## src/rtl/soc_mtimer_pkg.sv

```systemverilog
// soc_mtimer_pkg
// Shared definitions for the machine timer: register byte offsets, the
// 2-bit word indices decoded from i_addr[3:2], and a byte-enable merge helper.
package soc_mtimer_pkg;

    localparam logic [3:0] ADDR_MTIME_LO    = 4'h0;
    localparam logic [3:0] ADDR_MTIME_HI    = 4'h4;
    localparam logic [3:0] ADDR_MTIMECMP_LO = 4'h8;
    localparam logic [3:0] ADDR_MTIMECMP_HI = 4'hC;

    typedef enum logic [1:0] {
        REG_MTIME_LO    = ADDR_MTIME_LO[3:2],
        REG_MTIME_HI    = ADDR_MTIME_HI[3:2],
        REG_MTIMECMP_LO = ADDR_MTIMECMP_LO[3:2],
        REG_MTIMECMP_HI = ADDR_MTIMECMP_HI[3:2]
    } reg_idx_e;

    // Replace only the bytes of old_v whose enable bit is set.
    function automatic logic [31:0] be_merge(input logic [31:0] old_v,
                                             input logic [31:0] new_v,
                                             input logic [3:0]  be);
        logic [31:0] res;
        res = old_v;
        for (int b = 0; b < 4; b++) begin
            if (be[b]) res[8*b +: 8] = new_v[8*b +: 8];
        end
        return res;
    endfunction

endpackage

```

## src/rtl/soc_mtimer_prescaler.sv

```systemverilog
// soc_mtimer_prescaler
// Divides i_clk down to the mtime increment rate. The count runs
// 0..p_prescale-1 and o_tick is high in the cycle the count sits at its last
// value. i_halt freezes the count and suppresses the tick; i_clear forces the
// count back to 0 (used when software rewrites mtime).
//
// Ports:
//   i_clk    clock, rising edge
//   i_rst_n  asynchronous active-low reset
//   i_halt   freeze count, no tick
//   i_clear  synchronous return of the count to 0
//   o_tick   one-cycle increment strobe for mtime
module soc_mtimer_prescaler #(
    parameter int unsigned p_prescale = 1
) (
    input  logic i_clk,
    input  logic i_rst_n,
    input  logic i_halt,
    input  logic i_clear,
    output logic o_tick
);

    localparam logic [15:0] LP_LAST = 16'(p_prescale - 1);

    logic [15:0] cnt_q;
    logic [15:0] cnt_d;
    logic        at_last;

    assign at_last = (cnt_q == LP_LAST);
    assign o_tick  = at_last & ~i_halt;

    always_comb begin
        cnt_d = cnt_q;
        if (i_clear) begin
            cnt_d = '0;
        end else if (!i_halt) begin
            cnt_d = at_last ? 16'd0 : cnt_q + 16'd1;
        end
    end

    always_ff @(posedge i_clk or negedge i_rst_n) begin
        if (!i_rst_n) begin
            cnt_q <= '0;
        end else begin
            cnt_q <= cnt_d;
        end
    end

endmodule

```

## src/rtl/soc_mtimer.sv

```systemverilog
// soc_mtimer
// RISC-V style machine timer: 64-bit mtime counter advanced by a prescaler,
// 64-bit mtimecmp compare register and a level timer interrupt. Accessed
// through a simple single-cycle-request bus with a registered response.
//
// Ports:
//   i_clk, i_rst_n   clock and asynchronous active-low reset
//   i_halt           freeze prescaler and mtime
//   i_cs, i_we       access request pulse / write select
//   i_addr           byte offset, bits [3:2] select the register
//   i_wdata, i_be    write data and byte enables
//   o_rdata, o_ready registered read data / access completion
//   o_mtime          live mtime value
//   o_timer_irq      registered (mtime >= mtimecmp)
module soc_mtimer
    import soc_mtimer_pkg::*;
#(
    parameter int unsigned p_prescale     = 1,
    parameter logic [63:0] p_mtimecmp_rst = 64'hffffffff_ffffffff
) (
    input  logic        i_clk,
    input  logic        i_rst_n,
    input  logic        i_halt,
    input  logic        i_cs,
    input  logic        i_we,
    input  logic [3:0]  i_addr,
    input  logic [31:0] i_wdata,
    input  logic [3:0]  i_be,
    output logic [31:0] o_rdata,
    output logic        o_ready,
    output logic [63:0] o_mtime,
    output logic        o_timer_irq
);

    logic [63:0] mtime_q,    mtime_d;
    logic [63:0] mtimecmp_q, mtimecmp_d;
    logic [31:0] rdata_q,    rdata_d;
    logic        ready_q;
    logic        irq_q;

    reg_idx_e    idx;
    logic        wr_en;
    logic        rd_en;
    logic        wr_mtime_lo;
    logic        wr_mtime_hi;
    logic        tick;
    logic        unused_addr;

    assign idx         = reg_idx_e'(i_addr[3:2]);
    assign wr_en       = i_cs & i_we;
    assign rd_en       = i_cs & ~i_we;
    assign wr_mtime_lo = wr_en & (idx == REG_MTIME_LO);
    assign wr_mtime_hi = wr_en & (idx == REG_MTIME_HI);
    assign unused_addr = ^i_addr[1:0];

    soc_mtimer_prescaler #(
        .p_prescale (p_prescale)
    ) u_prescaler (
        .i_clk   (i_clk),
        .i_rst_n (i_rst_n),
        .i_halt  (i_halt),
        .i_clear (wr_mtime_lo | wr_mtime_hi),
        .o_tick  (tick)
    );

    // A write to either mtime half wins over a coincident tick: the untouched
    // half holds, so no increment or carry leaks into that cycle.
    always_comb begin
        mtime_d = mtime_q;
        if (wr_mtime_lo) begin
            mtime_d[31:0] = be_merge(mtime_q[31:0], i_wdata, i_be);
        end else if (wr_mtime_hi) begin
            mtime_d[63:32] = be_merge(mtime_q[63:32], i_wdata, i_be);
        end else if (tick) begin
            mtime_d = mtime_q + 64'd1;
        end
    end

    always_comb begin
        mtimecmp_d = mtimecmp_q;
        if (wr_en && idx == REG_MTIMECMP_LO) begin
            mtimecmp_d[31:0] = be_merge(mtimecmp_q[31:0], i_wdata, i_be);
        end else if (wr_en && idx == REG_MTIMECMP_HI) begin
            mtimecmp_d[63:32] = be_merge(mtimecmp_q[63:32], i_wdata, i_be);
        end
    end

    // Read data is captured from the pre-edge register values and forced to 0
    // whenever no read completes, so o_rdata is 0 whenever o_ready is low.
    always_comb begin
        rdata_d = '0;
        if (rd_en) begin
            case (idx)
                REG_MTIME_LO:    rdata_d = mtime_q[31:0];
                REG_MTIME_HI:    rdata_d = mtime_q[63:32];
                REG_MTIMECMP_LO: rdata_d = mtimecmp_q[31:0];
                REG_MTIMECMP_HI: rdata_d = mtimecmp_q[63:32];
                default:         rdata_d = '0;
            endcase
        end
    end

    always_ff @(posedge i_clk or negedge i_rst_n) begin
        if (!i_rst_n) begin
            mtime_q    <= '0;
            mtimecmp_q <= p_mtimecmp_rst;
            rdata_q    <= '0;
            ready_q    <= 1'b0;
            irq_q      <= 1'b0;
        end else begin
            mtime_q    <= mtime_d;
            mtimecmp_q <= mtimecmp_d;
            rdata_q    <= rdata_d;
            ready_q    <= i_cs;
            irq_q      <= (mtime_q >= mtimecmp_q);
        end
    end

    assign o_mtime     = mtime_q;
    assign o_rdata     = rdata_q;
    assign o_ready     = ready_q;
    assign o_timer_irq = irq_q;

endmodule

```

## config.mk

```make
export PLATFORM = sky130hd
export DESIGN_NAME = soc_mtimer
export DESIGN_NICKNAME = d
export VERILOG_FILES = /design/src/rtl/soc_mtimer_pkg.sv /design/src/rtl/soc_mtimer_prescaler.sv /design/src/rtl/soc_mtimer.sv
export SDC_FILE = /design/constraint.sdc
export NUM_CORES = 1
export LEC_CHECK = 0
export CAP_MARGIN = 40
export CORE_ASPECT_RATIO = 1.4
export CORE_MARGIN = 2
export CORE_UTILIZATION = 49
export CTS_CLUSTER_DIAMETER = 50
export DETAILED_ROUTE_END_ITERATION = 8
export MAX_ROUTING_LAYER = met4
export PLACE_DENSITY = 0.75
export SETUP_SLACK_MARGIN = 0.5
export SYNTH_ARGS = -nofsm -noshare
export SYNTH_HDL_FRONTEND = slang
export SYNTH_HIERARCHICAL = 1
export SYNTH_SLANG_ARGS = --single-unit
```

## constraint.sdc

```tcl
create_clock -name i_clk -period 7.5 [get_ports i_clk]
set_input_delay 0.75 -clock i_clk [delete_from_list [all_inputs] [get_ports i_clk]]
set_output_delay 0.75 -clock i_clk [all_outputs]
set_load 0.05 [all_outputs]
```

=== Yosys cells after proc, flatten, opt, wreduce, memory -nomap -nowiden ===
Cells that the tools add are included.

* Register bits: 178
* Output and inout bits: 98
* Bits of input ports: 45

* $add $sub $neg: 2
* Equality and inequality tests: 13
* Magnitude comparators: 1
* Reduce and logical (&&, ||, !) cells: 22
* Bitwise logic cells: 10
* Muxes and demuxes: 13

{| class="wikitable"
|+ Operators with widths
! operator !! number
|-
| two-way mux 32 bit || 4
|-
| case mux 32 bit (4 select lines) || 1
|-
| adder 64 x 1 -> 64 bit (second input constant) || 1
|-
| >= comparator 64 bit || 1
|-
| two-way mux 64 bit || 1
|-
| two-way mux 16 bit || 3
|-
| AND reduction 3 bit || 12
|-
| two-way mux 8 bit || 4
|-
| inequality test 2 bit (second input constant) || 9
|-
| adder 16 x 1 -> 16 bit (second input constant) || 1
|-
| zero test 16 bit || 1
|-
| AND reduction 2 bit || 4
|-
| AND 1 bit || 5
|-
| == test 2 bit (second input constant) || 2
|-
| NOT 1 bit || 4
|-
| nonzero test 2 bit || 2
|-
| == test 2 x 1 -> 1 bit (second input constant) || 1
|-
| logical AND 1 bit || 2
|-
| zero test 2 bit || 1
|-
| inequality test 2 x 1 -> 1 bit (second input constant) || 1
|-
| bitwise OR 1 bit || 1
|}

=== Depth between registers and ports, before layout ===
* Depth in word-level cells: 5
* Mapped depth: 11
* Depth with buffers taken out: 10

=== By module ===
Netlist, hierarchy kept.

{| class="wikitable"
|+ Modules (own cells, without submodules)
! module !! cells an instance !! times used !! area an instance (um2) !! sequential area each (um2)
|-
| soc_mtimer || 1,052 || 1 || 10,298.6 || 4,134.0
|-
| soc_mtimer_prescaler || 104 || 1 || 968.4 || 400.4
|}

=== Worst setup path after synthesis ===
Ideal clock, no wire load.

* Kind: reg-to-reg
* Start point: reg mtime_q[6] (netlist: o_mtime[6])
* End point: reg mtime_q[54] (netlist: o_mtime[54])
* Setup time: 126 ps
* Data arrival time: 3,094 ps
* Buffers on the path: 3
* Stages on the path, launching flop included: 10
* Data required time: 7,374 ps
* Setup slack: 4,280 ps
* Path through: dfrtp_1 buf_2 nand3_1 or3_1 or4_1 buf_2 or4_1 buf_2 or4_1 o311a_1

* Cells in the longest elaborated chain, start to end: 3

{| class="wikitable"
|+ Ends and longest elaborated chain
! item !! line !! text
|-
| from (decl) || soc_mtimer.sv:35 || <nowiki>logic [63:0] mtime_q, mtime_d;</nowiki>
|-
| from (signal assigned) || soc_mtimer.sv:111 || <nowiki>mtime_q <= mtime_d;</nowiki>
|-
| adder 64 x 1 -> 64 bit || soc_mtimer.sv:75 || <nowiki>mtime_d = mtime_q + 64'd1;</nowiki>
|-
| two-way mux 64 bit || soc_mtimer.sv:74 || <nowiki>end else if (tick) begin</nowiki>
|-
| two-way mux 32 bit || soc_mtimer.sv:72 || <nowiki>end else if (wr_mtime_hi) begin</nowiki>
|}

No other way between the ends. The select of a mux whose other input is x is not followed.
A chain may end at the register's enable or synchronous reset.

=== Final worst setup path ===
* Start point: reg mtime_q[6] (netlist: o_mtime[6])
* End point: reg mtime_q[58] (netlist: o_mtime[58])

The elaborated chain is that of the path after synthesis.

==> flow_summary.yaml <==
cts:
  cts_tree: "yes"
  cts_sinks: 178
  clk_pin_slew_ns: 0.07
  cts-root-buf: "clkbuf_16"
  insertion_delay_ns: 0.45
  cts_resized: 0
  clock_path_buffers: 2
  post_cts_buffers: 0
  postCtsHoldBufs: 0
  h-tree-depth: 4
  cts_made_buffers: 17
critical_path:
  slowest_stage: "or4_1"
  critPathMaxFanout: 11
  arrival_ns: 3.69
  worstPathRequired_ns: 7.84
  worstSetupPathType: "flip-flop to flip-flop"
  max_stage_delay_ns: 0.67
  endpoint_kind: "flip-flop"
  path_buf_inv: 0
  path_cells: "nand3_1, or3_1, or4_1, or4_1, or4_1, o311a_1"
  start_kind: "flip-flop"
  crit_family: "simple AND/OR/NAND/NOR gates"
  cp_common_cell: "or4_1"
logic_synthesis:
  synth_top_area_cell: "dfrtp_1"
  syn_nets: 1268
  seq_area_frac_synth_pct: 40.2
  synth_edf_count: 0
  syn_area_um2: 11300
  synth_ff_type: "dfrtp_1"
  syn_avg_cell_area_um2: 9.75
  synth_top_area_share_pct: 25.3
  synth_warnings: 6
  synth-seq-cells: 178
  synthArstFlopShare_pct: 100
  synthTopCellsByCount: "114 x dfrtp_1, 94 x nand2_1, 90 x a21oi_1, 80 x inv_1, 73 x nor2_1"
  ys_types: 72
  synth.most_common_cell: "dfrtp_1"
  synthTopCellsByArea: "dfrtp_1 25%, dfstp_2 15%, ha_1 7.4%"
  syn_inst: 1156
power:
  power_mw: 4.30
  power.clock.fraction_pct: 21.5
  ir_drop_uv: 238
  p_comb_share_pct: 41.6
  switchingPower_mw: 1.83
  power_leakage_nw: 5.46
  swShare_pct: 42.5
  p_seq_share_pct: 36.9
  power.density_nw_per_um2: 316
  p_int_mw: 2.47
timing:
  max_clock_freq_mhz: 298
  fin_worst_skew_ns: 0.0111
  slew_headroom_pct: 38.8
  period_share_pct: 44.7
  rsz0062_at_grt: "no"
  hold_violations: 0
  worst_hold_slack_ns: 0.212
  drv_slew: 0
  worstMarginPinSlew_ns: 0.910
  setup_violations: 0
  period_minus_slack_ns: 3.35
  setup-tns-final_ns: 0
  setup_ws_ns: 4.15
floorplanning:
  io_pins: 143
  die_h_um: 183
  design.core.area_um2: 22500
  rows: 65
  die_w_um: 132
  die_area_um2: 24200
  initial_core_util_pct: 50.0
placement:
  dp_cells: 1558
  portBuffers: 140
  place_area_um2: 13000
  dp_slack_ns: 3.91
  dpl.hpwl_mm: 25.1
  place_congestion: 0.977
drt:
  ant_nets: 0
  wl_per_cell_um: 21.7
  finalWirelength_mm: 34.5
  drcViolationCount: 0
  viasPerCell: 6.33
  num_vias: 10060
  drt_iter0_markers: 815
  dr.pass1.iters: 5
cells_and_area:
  multi_input_area_um2: 6210
  nNetsFinal: 1388
  fill_cells: 1914
  stdcell_area_um2: 13600
  syn_to_final_growth_pct: 20.6
  drive_above_1_share_pct: 17.9
  ff_latch_area_um2: 4530
  antennaDiodeCount: 0
  final_util_pct: 60.3
  stdcell_count: 1590
grt:
  grt_pass1_wl_mm: 54.7
  antenna_found_initial: 0
  grt_pass1_vias: 10038
  grt-ovfl-total: 0
  grtUsageTotal_pct: 29.8
  grt_max_degree: 65
hold_path:
  holdCritPathClass: "input port to asynchronous set/reset pin"
run:
  maxCapViolations: 0
run_status:
  status: "finished, final reports clean"
power groups by stage:
stage	registers, mW	clock network (mW)	logic, mW
global route	1.62	0.978	1.92
detailed placement	1.59	0	1.77
global placement	1.58	0	1.71
finish	1.59	0.926	1.79
CTS	1.57	0.937	1.79
floorplan	1.93	0	0.769
registers in the layout (all words and copies together), names as in the netlist:
signal and flops:
u_prescaler/cnt_q 16, o_ready 1, o_mtime 64, o_timer_irq 1, o_rdata 32, mtimecmp_q 64
per-layer routing:
layer  share of wire (%)  global-route usage [%]  up-vias  wire, um
met3                 6.4                    4.49      120      2210
met5                   0                       -        -         0
met4                 4.6                    14.9        0      1570
met1                  38                    34.8     4938     13200
met2                  51                    50.4      460     17600
li1                    -                       -     4542         -
cells by family (layout without fill, tap and decap cells):
family	after synthesis	after routing	share of synthesized area (%)
compound gates	257	257	14.9
simple gates	414	414	19.3
flops	178	178	40.2
mux	97	97	12.9
xor+xnor	7	7	0.544
fa+ha+maj	67	67	7.44
buf+inv	136	269	4.68
layout by cell type (no fill, tap or decap), types with 5 or more instances in the layout:
cell and count:
clkdlybuf4s50_1 137, nor2_1 72, or3_1 13, nor3_1 16, or4_1 11, inv_6 5, mux4_2 31, a21o_1 9
nand3_1 54, clkbuf_16 17, buf_4 13, o22a_1 17, o211ai_1 5, nand2b_1 6, a31oi_1 17, a2bb2oi_1 13
o22ai_1 16, nand4_1 31, dfrtp_1 114, o21ai_0 35, or2_2 5, o31ai_1 7, and2_1 9, inv_1 80
and3_1 15, nor2b_1 36, and4_1 13, xor2_1 5, a41oi_1 10, nor4_1 20, dfstp_2 64, a21oi_1 90
a311oi_1 6, nand2_1 93, mux2_2 64, ha_1 67
final cells by class:
cell class                      count  area share [%]
Inverter                           80            2.21
Sequential cell                   178            33.4
Multi-Input combinational cell    842            45.7
Tap cell                          301            2.77
Timing Repair Buffer              157            11.5
Clock buffer                       19            3.33
Clock inverter                     13            1.10
worst paths after layout:
kind                       depth (start not counted)                           endpoint  slack [ns]                               from
hold / removal                                     1   u_prescaler/cnt_q[0]$_DFFE_PN0P_        0.21                            i_rst_n
min in group i_clk                                 1  u_prescaler/cnt_q[12]$_DFFE_PN0P_        0.53  u_prescaler/cnt_q[12]$_DFFE_PN0P_
max in group asynchronous                          4         mtimecmp_q[52]$_DFFE_PN1P_        5.96                            i_rst_n
hold reg to reg                                    1  u_prescaler/cnt_q[12]$_DFFE_PN0P_        0.53  u_prescaler/cnt_q[12]$_DFFE_PN0P_
setup reg to reg                                   6            o_mtime[58]$_DFFE_PN0P_        4.15             o_mtime[6]$_DFFE_PN0P_
setup / recovery                                   6            o_mtime[58]$_DFFE_PN0P_        4.15             o_mtime[6]$_DFFE_PN0P_
No activity file was read; power rests on OpenSTA's default activity.
